$ cat config.mk
export PLATFORM = sky130hd
export DESIGN_NAME = uart_tx_serializer
export DESIGN_NICKNAME = d
export VERILOG_FILES = /design/src/rtl/uart_pkg.sv /design/src/rtl/baud_tick_gen.sv /design/src/rtl/uart_tx_serializer.sv
export SDC_FILE = /design/constraint.sdc
export NUM_CORES = 1
export LEC_CHECK = 0
export BUFFER_PORTS_ARGS = -buffer_cell sky130_fd_sc_hd__buf_2
export CAP_MARGIN = 40
export CORE_ASPECT_RATIO = 2
export CORE_MARGIN = 2
export CORE_UTILIZATION = 42
export DETAILED_ROUTE_END_ITERATION = 10
export GPL_TIMING_DRIVEN = 0
export HOLD_SLACK_MARGIN = 0.06
export REMOVE_ABC_BUFFERS = 1
export SETUP_SLACK_MARGIN = 0.02
export SYNTH_ARGS = -nofsm -noshare
export SYNTH_HDL_FRONTEND = slang
export SYNTH_SLANG_ARGS = --single-unit
export TNS_END_PERCENT = 100
$ cat constraint.sdc
create_clock -name i_clk -period 1.9 [get_ports i_clk]
set_input_delay 0.19 -clock i_clk [delete_from_list [all_inputs] [get_ports i_clk]]
set_output_delay 0.19 -clock i_clk [all_outputs]
set_load 0.005 [all_outputs]
$ cat src/rtl/uart_pkg.sv
// Shared UART definitions: line-state encoding and baud divisor arithmetic.
// Used by both the transmitter and the receiver.
package uart_pkg;

   typedef enum logic [2:0] {
      ST_IDLE,
      ST_START,
      ST_DATA,
      ST_PARITY,
      ST_STOP
   } uart_state_e;

   localparam int OVERSAMPLE_DEF = 16;

   // Clock cycles per oversampling tick, truncated toward zero.
   function automatic int baud_divisor(input int clk_freq, input int baud_rate,
                                       input int oversample);
      return clk_freq / (baud_rate * oversample);
   endfunction

endpackage

$ cat src/rtl/baud_tick_gen.sv
// Free-running divide-by-DIVISOR tick source; clear restarts the count so the
// first tick after a clear lands exactly DIVISOR cycles later.
module baud_tick_gen #(
   parameter int DIVISOR = 1
) (
   input  logic clk,
   input  logic reset_n,
   input  logic clear,
   output logic tick
);

   localparam int CW = (DIVISOR > 1) ? $clog2(DIVISOR) : 1;

   logic [CW-1:0] cnt_q;
   logic          term;

   assign term = (cnt_q == CW'(DIVISOR - 1));
   assign tick = term;

   always_ff @(posedge clk or negedge reset_n) begin
      if (!reset_n) begin
         cnt_q <= '0;
      end else if (clear || term) begin
         cnt_q <= '0;
      end else begin
         cnt_q <= cnt_q + CW'(1);
      end
   end

endmodule

$ cat src/rtl/uart_tx_serializer.sv
// UART transmitter: start bit, DATA_BITS LSB first, optional parity, stop bit(s).
// One byte per start/done handshake; all outputs registered.
module uart_tx_serializer
   import uart_pkg::*;
#(
   parameter int CLK_FREQ   = 50_000_000,
   parameter int BAUD_RATE  = 19_200,
   parameter int OVERSAMPLE = OVERSAMPLE_DEF,
   parameter int DATA_BITS  = 8,
   parameter int STOP_BITS  = 1,
   parameter int PARITY_EN  = 0,
   parameter int PARITY_ODD = 0
) (
   input  logic                 i_clk,
   input  logic                 i_reset_n,
   input  logic                 i_uart_start,
   input  logic [DATA_BITS-1:0] i_uart_data,
   output logic                 o_uart_done,
   output logic                 o_busy,
   output logic                 o_tx
);

   localparam int DIVISOR = baud_divisor(CLK_FREQ, BAUD_RATE, OVERSAMPLE);
   localparam int OSW     = (OVERSAMPLE > 1) ? $clog2(OVERSAMPLE) : 1;
   localparam int BCW     = $clog2(DATA_BITS + STOP_BITS + 1);

   if (DIVISOR < 1) begin : g_bad_divisor
      $error("uart_tx_serializer: CLK_FREQ too low for BAUD_RATE*OVERSAMPLE");
   end

   uart_state_e          state_q;
   logic [DATA_BITS-1:0] shift_q;
   logic [DATA_BITS-1:0] shift_d;
   logic                 parity_q;
   logic [OSW-1:0]       os_cnt_q;
   logic [BCW-1:0]       bit_cnt_q;
   logic                 tx_q;
   logic                 busy_q;
   logic                 done_q;

   logic tick;
   logic accept;
   logic bit_end;

   // busy_q is still high in the done cycle, which keeps a start there from being taken.
   assign accept  = (state_q == ST_IDLE) && !busy_q && i_uart_start;
   assign bit_end = tick && (os_cnt_q == OSW'(OVERSAMPLE - 1));
   assign shift_d = shift_q >> 1;

   baud_tick_gen #(
      .DIVISOR(DIVISOR)
   ) u_tick (
      .clk    (i_clk),
      .reset_n(i_reset_n),
      .clear  (accept),
      .tick   (tick)
   );

   always_ff @(posedge i_clk or negedge i_reset_n) begin
      if (!i_reset_n) begin
         state_q   <= ST_IDLE;
         shift_q   <= '0;
         parity_q  <= 1'b0;
         os_cnt_q  <= '0;
         bit_cnt_q <= '0;
         tx_q      <= 1'b1;
         busy_q    <= 1'b0;
         done_q    <= 1'b0;
      end else begin
         done_q <= 1'b0;
         if (tick && (state_q != ST_IDLE)) begin
            os_cnt_q <= bit_end ? '0 : os_cnt_q + OSW'(1);
         end
         case (state_q)
            ST_IDLE: begin
               tx_q   <= 1'b1;
               busy_q <= 1'b0;
               if (accept) begin
                  shift_q   <= i_uart_data;
                  parity_q  <= (^i_uart_data) ^ (PARITY_ODD != 0);
                  os_cnt_q  <= '0;
                  bit_cnt_q <= '0;
                  tx_q      <= 1'b0;
                  busy_q    <= 1'b1;
                  state_q   <= ST_START;
               end
            end
            ST_START: begin
               if (bit_end) begin
                  tx_q      <= shift_q[0];
                  bit_cnt_q <= '0;
                  state_q   <= ST_DATA;
               end
            end
            ST_DATA: begin
               if (bit_end) begin
                  if (bit_cnt_q == BCW'(DATA_BITS - 1)) begin
                     bit_cnt_q <= '0;
                     if (PARITY_EN != 0) begin
                        tx_q    <= parity_q;
                        state_q <= ST_PARITY;
                     end else begin
                        tx_q    <= 1'b1;
                        state_q <= ST_STOP;
                     end
                  end else begin
                     bit_cnt_q <= bit_cnt_q + BCW'(1);
                     shift_q   <= shift_d;
                     tx_q      <= shift_d[0];
                  end
               end
            end
            ST_PARITY: begin
               if (bit_end) begin
                  tx_q    <= 1'b1;
                  state_q <= ST_STOP;
               end
            end
            ST_STOP: begin
               if (bit_end) begin
                  if (bit_cnt_q == BCW'(STOP_BITS - 1)) begin
                     bit_cnt_q <= '0;
                     done_q    <= 1'b1;
                     state_q   <= ST_IDLE;
                  end else begin
                     bit_cnt_q <= bit_cnt_q + BCW'(1);
                  end
               end
            end
            default: begin
               tx_q    <= 1'b1;
               busy_q  <= 1'b0;
               state_q <= ST_IDLE;
            end
         endcase
      end
   end

   assign o_tx        = tx_q;
   assign o_busy      = busy_q;
   assign o_uart_done = done_q;

endmodule

==> results.md <==
* Most frequent cells after synthesis: dfrtp_1 (29), nand2_1 (23), nor2_1 (16)
* Fmax at 0.5436 GHz
* Most used flip-flop cell after synthesis: dfrtp_1
* Share of async-settable or async-resettable flops after synthesis at 100.0%
* Setup crit end kind: flop
* Post-detail-place hpwl at approximately 2.6 mm
* WP data arrival at 2.01 ns
* Status: finished, final reports clean
* Buf/Inv on CP at 1
* Antenna violations before repair at 0
* Tcrit/Tclk final at a little over nine tenths
* Total track usage at between 15 and 20%
* Core area at roughly 4000 um2
* Launching point of the worst reg2reg path: state_q[1]
* Synthesized flop and latch total at 30
* Area Growth Syn to Fin at 19.66%
* Fin. max-slew vios at 0
* Ratio of cells with drive above 1 in the final layout at between 30% and 40%
* TritonCTS clock tree: done
* Count of final hold-check violations at 0
* Skew-Pair Late Insertion Delay at 0.29 ns
* Final Net Count at approximately 220
* Slew headroom at a little over half
* Post-Synthesis Cells at about 170
* RSZ-0062 raised after global routing: true
* GP Congestion at around 0.88
* Routed length per instance at between 10 and 15 um
* Grt ovf at 0
* Req. time, crit path at roughly 2.1 ns
* Via count at around 1,400
* Core Util, Final at around half
* CP max FO at 10
* Critical path type: flop to flop
* Placed instance count at 230
* Syn Area/Cell at 10.24 um2
* Ports at 14
* Synth area leader: dfrtp_1
* Fin cells at between 200 and 300
* Yosys warns at 0
* Cells on worst reg2reg path at 5
* Slew @ Worst Pin at slightly above 0.7 ns
* CTS Buf Count at 5
* Initial Util at about 43%
* VDD IR-drop max at between 0.6 and 0.7 mV
* Cell Area, Synth at 1750 um2
* Hold depth at 3
* Worst path cell trace: or3_4 -> nor2_8 -> a2bb2oi_4 -> buf_12 -> mux2_4
* Vias per cell at roughly 5.3
* Hold Crit Endpoint: shift_q[7]
* Root Driver: clkbuf_8
* Clk_skew at 0.01297 ns
* Post-synth EDFFs at 0
* Most common cell in the netlist: dfrtp_1
* Starting DRT DRC Count at 24
* Top post-synthesis cells by area: dfrtp_1 (41%), mux2_4 (6.0%), nand2_1 (4.9%)
* Longest Clk Path Bufs at 2
* Hold_sp: i_uart_data[7]
* R2r setup slk at ~0.060 ns
* H-tree depth at 2
* Place WS at -0.3133 ns
* Top Family by Delay on Critical Path: simple AND/OR/NAND/NOR gates
* Leakage at about 0.97 nW
* Die footprint at about 4700 um2
* CTS sink cnt at 30
* Min Tclk post-route at 1.840 ns
* Port bufs at 13
* Startpoint types: flop
* DRT Pass-1 Iters at 4
* Ant diodes at 0
* Largest net degree at the start of global routing at 31
* Post-synthesis sequential area ratio at between 40% and 50%
* Post-route ant nets at 0
* FP Rows at 33
* Die Ht at roughly 95 um
* CP max-delay cell: dfrtp_2
* Die Wd at 49.65 um
* Vias in the first global route at 1,363
* Library cells used by synthesis at 48
* Power per cell area at about 1200 nW/um2
* WP depth at 5
* First-pass GRT wire length at a little under 6 mm
* Setup TNS Final at 0 ns
* Setup ws final at around 0.060 ns
* Total of max-cap violations at 0
* Hold Path Class: input port to flop
* Worst path max stage delay at about 0.48 ns
* Final Setup Violations at 0
* Yosys top cell area share at roughly two fifths
* Final WL at about 3.7 mm
* Clock-pin slew on the worst setup and hold paths at around 0.070 ns
* RR Endpoint: shift_q[6]
* DR DRC count at 0
==> what timing repair did <==
item                       CTS  global route
hold buffers                 1             0
pin swaps                    4             1
setup endpoints to repair   13            12
setup buffers                8             9
hold endpoints to repair    29             0
gates resized for setup      7             2
==> flip-flops by register name (all words and copies together), names as in the netlist <==
register	count
o_tx	1
o_busy	1
state_q	3
shift_q	8
u_tick.cnt_q	8
bit_cnt_q	4
o_uart_done	1
os_cnt_q	4
==> cells in the final DEF (no fill, tap or decap), drive strengths merged, types with 3 or more instances in the layout <==
master,count
a21oi,5
and3,4
ha,5
o21ai,7
nor3b,3
xnor2,3
mux2i,3
o22ai,5
xor2,5
inv,6
or3b,3
nand2,23
mux2,8
nor3,3
nand3,8
nor2,17
nand4,5
clkbuf,6
buf,30
dfrtp,29
==> routing by layer <==
metal  GRT usage, %  up-vias  wire, um
li1               -      665         -
met5              0        -         0
met1          16.55      670      1494
met4          8.796        0        58
met2          30.67       13      2103
met3          3.762        5        72
==> worst register-to-register path, cell delays in order, from the launching register on <==
cell       delay [ns]
dfrtp_2          0.48
or3_4            0.45
nor2_8           0.18
a2bb2oi_4        0.18
buf_12           0.14
mux2_4           0.29
==> through the flow <==
stage / cell area (um2) / total power, W / hold slack, ns
2_1_floorplan: 1692 / 0.001668 / -0.1056
3_3_place_gp: 1822 / 0.001827 / 0.2576
3_5_place_dp: 1822 / 0.001890 / 0.2789
4_1_cts: 2014 / 0.002483 / 0.1483
5_1_grt: 2095 / 0.002701 / 0.1608
6_report: 2095 / 0.002542 / 0.1439
==> kinds of logic (layout without fill, tap and decap cells) <==
group | after synthesis | in the layout | share of synthesized area, %
simple gates | 79 | 79 | 25.66
mux | 11 | 11 | 8.363
buf+inv | 12 | 45 | 4.646
xor+xnor | 8 | 8 | 4.003
flops | 30 | 30 | 42.96
fa+ha+maj | 6 | 6 | 4.146
compound gates | 25 | 25 | 10.22
==> worst max path at each step <==
stage	startpoint	slack, ns	to
2_1_floorplan	state_q[2]	-0.07	shift_q[0]
3_3_place_gp	state_q[1]	-0.26	shift_q[6]
3_5_place_dp	state_q[1]	-0.31	shift_q[3]
4_1_cts	u_tick.cnt_q[2]	0.02	bit_cnt_q[2]
5_1_grt	u_tick.cnt_q[1]	-0.002	bit_cnt_q[2]
6_report	state_q[1]	0.06	shift_q[6]
==> area by class of cell <==
type | instances | area (um2)
fillers | 389 | 1952
multi-input cells | 129 | 940.9
flip-flops and latches | 30 | 755.7
repair buffers | 31 | 215.2
clock buffers | 6 | 82.58
well taps | 52 | 65.06
inverters | 6 | 22.52
clock inverters | 2 | 12.51
==> where the power goes <==
part | leakage [nW] | internal (W) | switching (W)
clock | 0.0472 | 0.000291 | 0.000255
combinational | 0.544 | 0.000486 | 0.000387
sequential | 0.375 | 0.000878 | 0.000245
total | 0.967 | 0.00166 | 0.000887
Note: power is estimated with default switching activity, not from simulation.
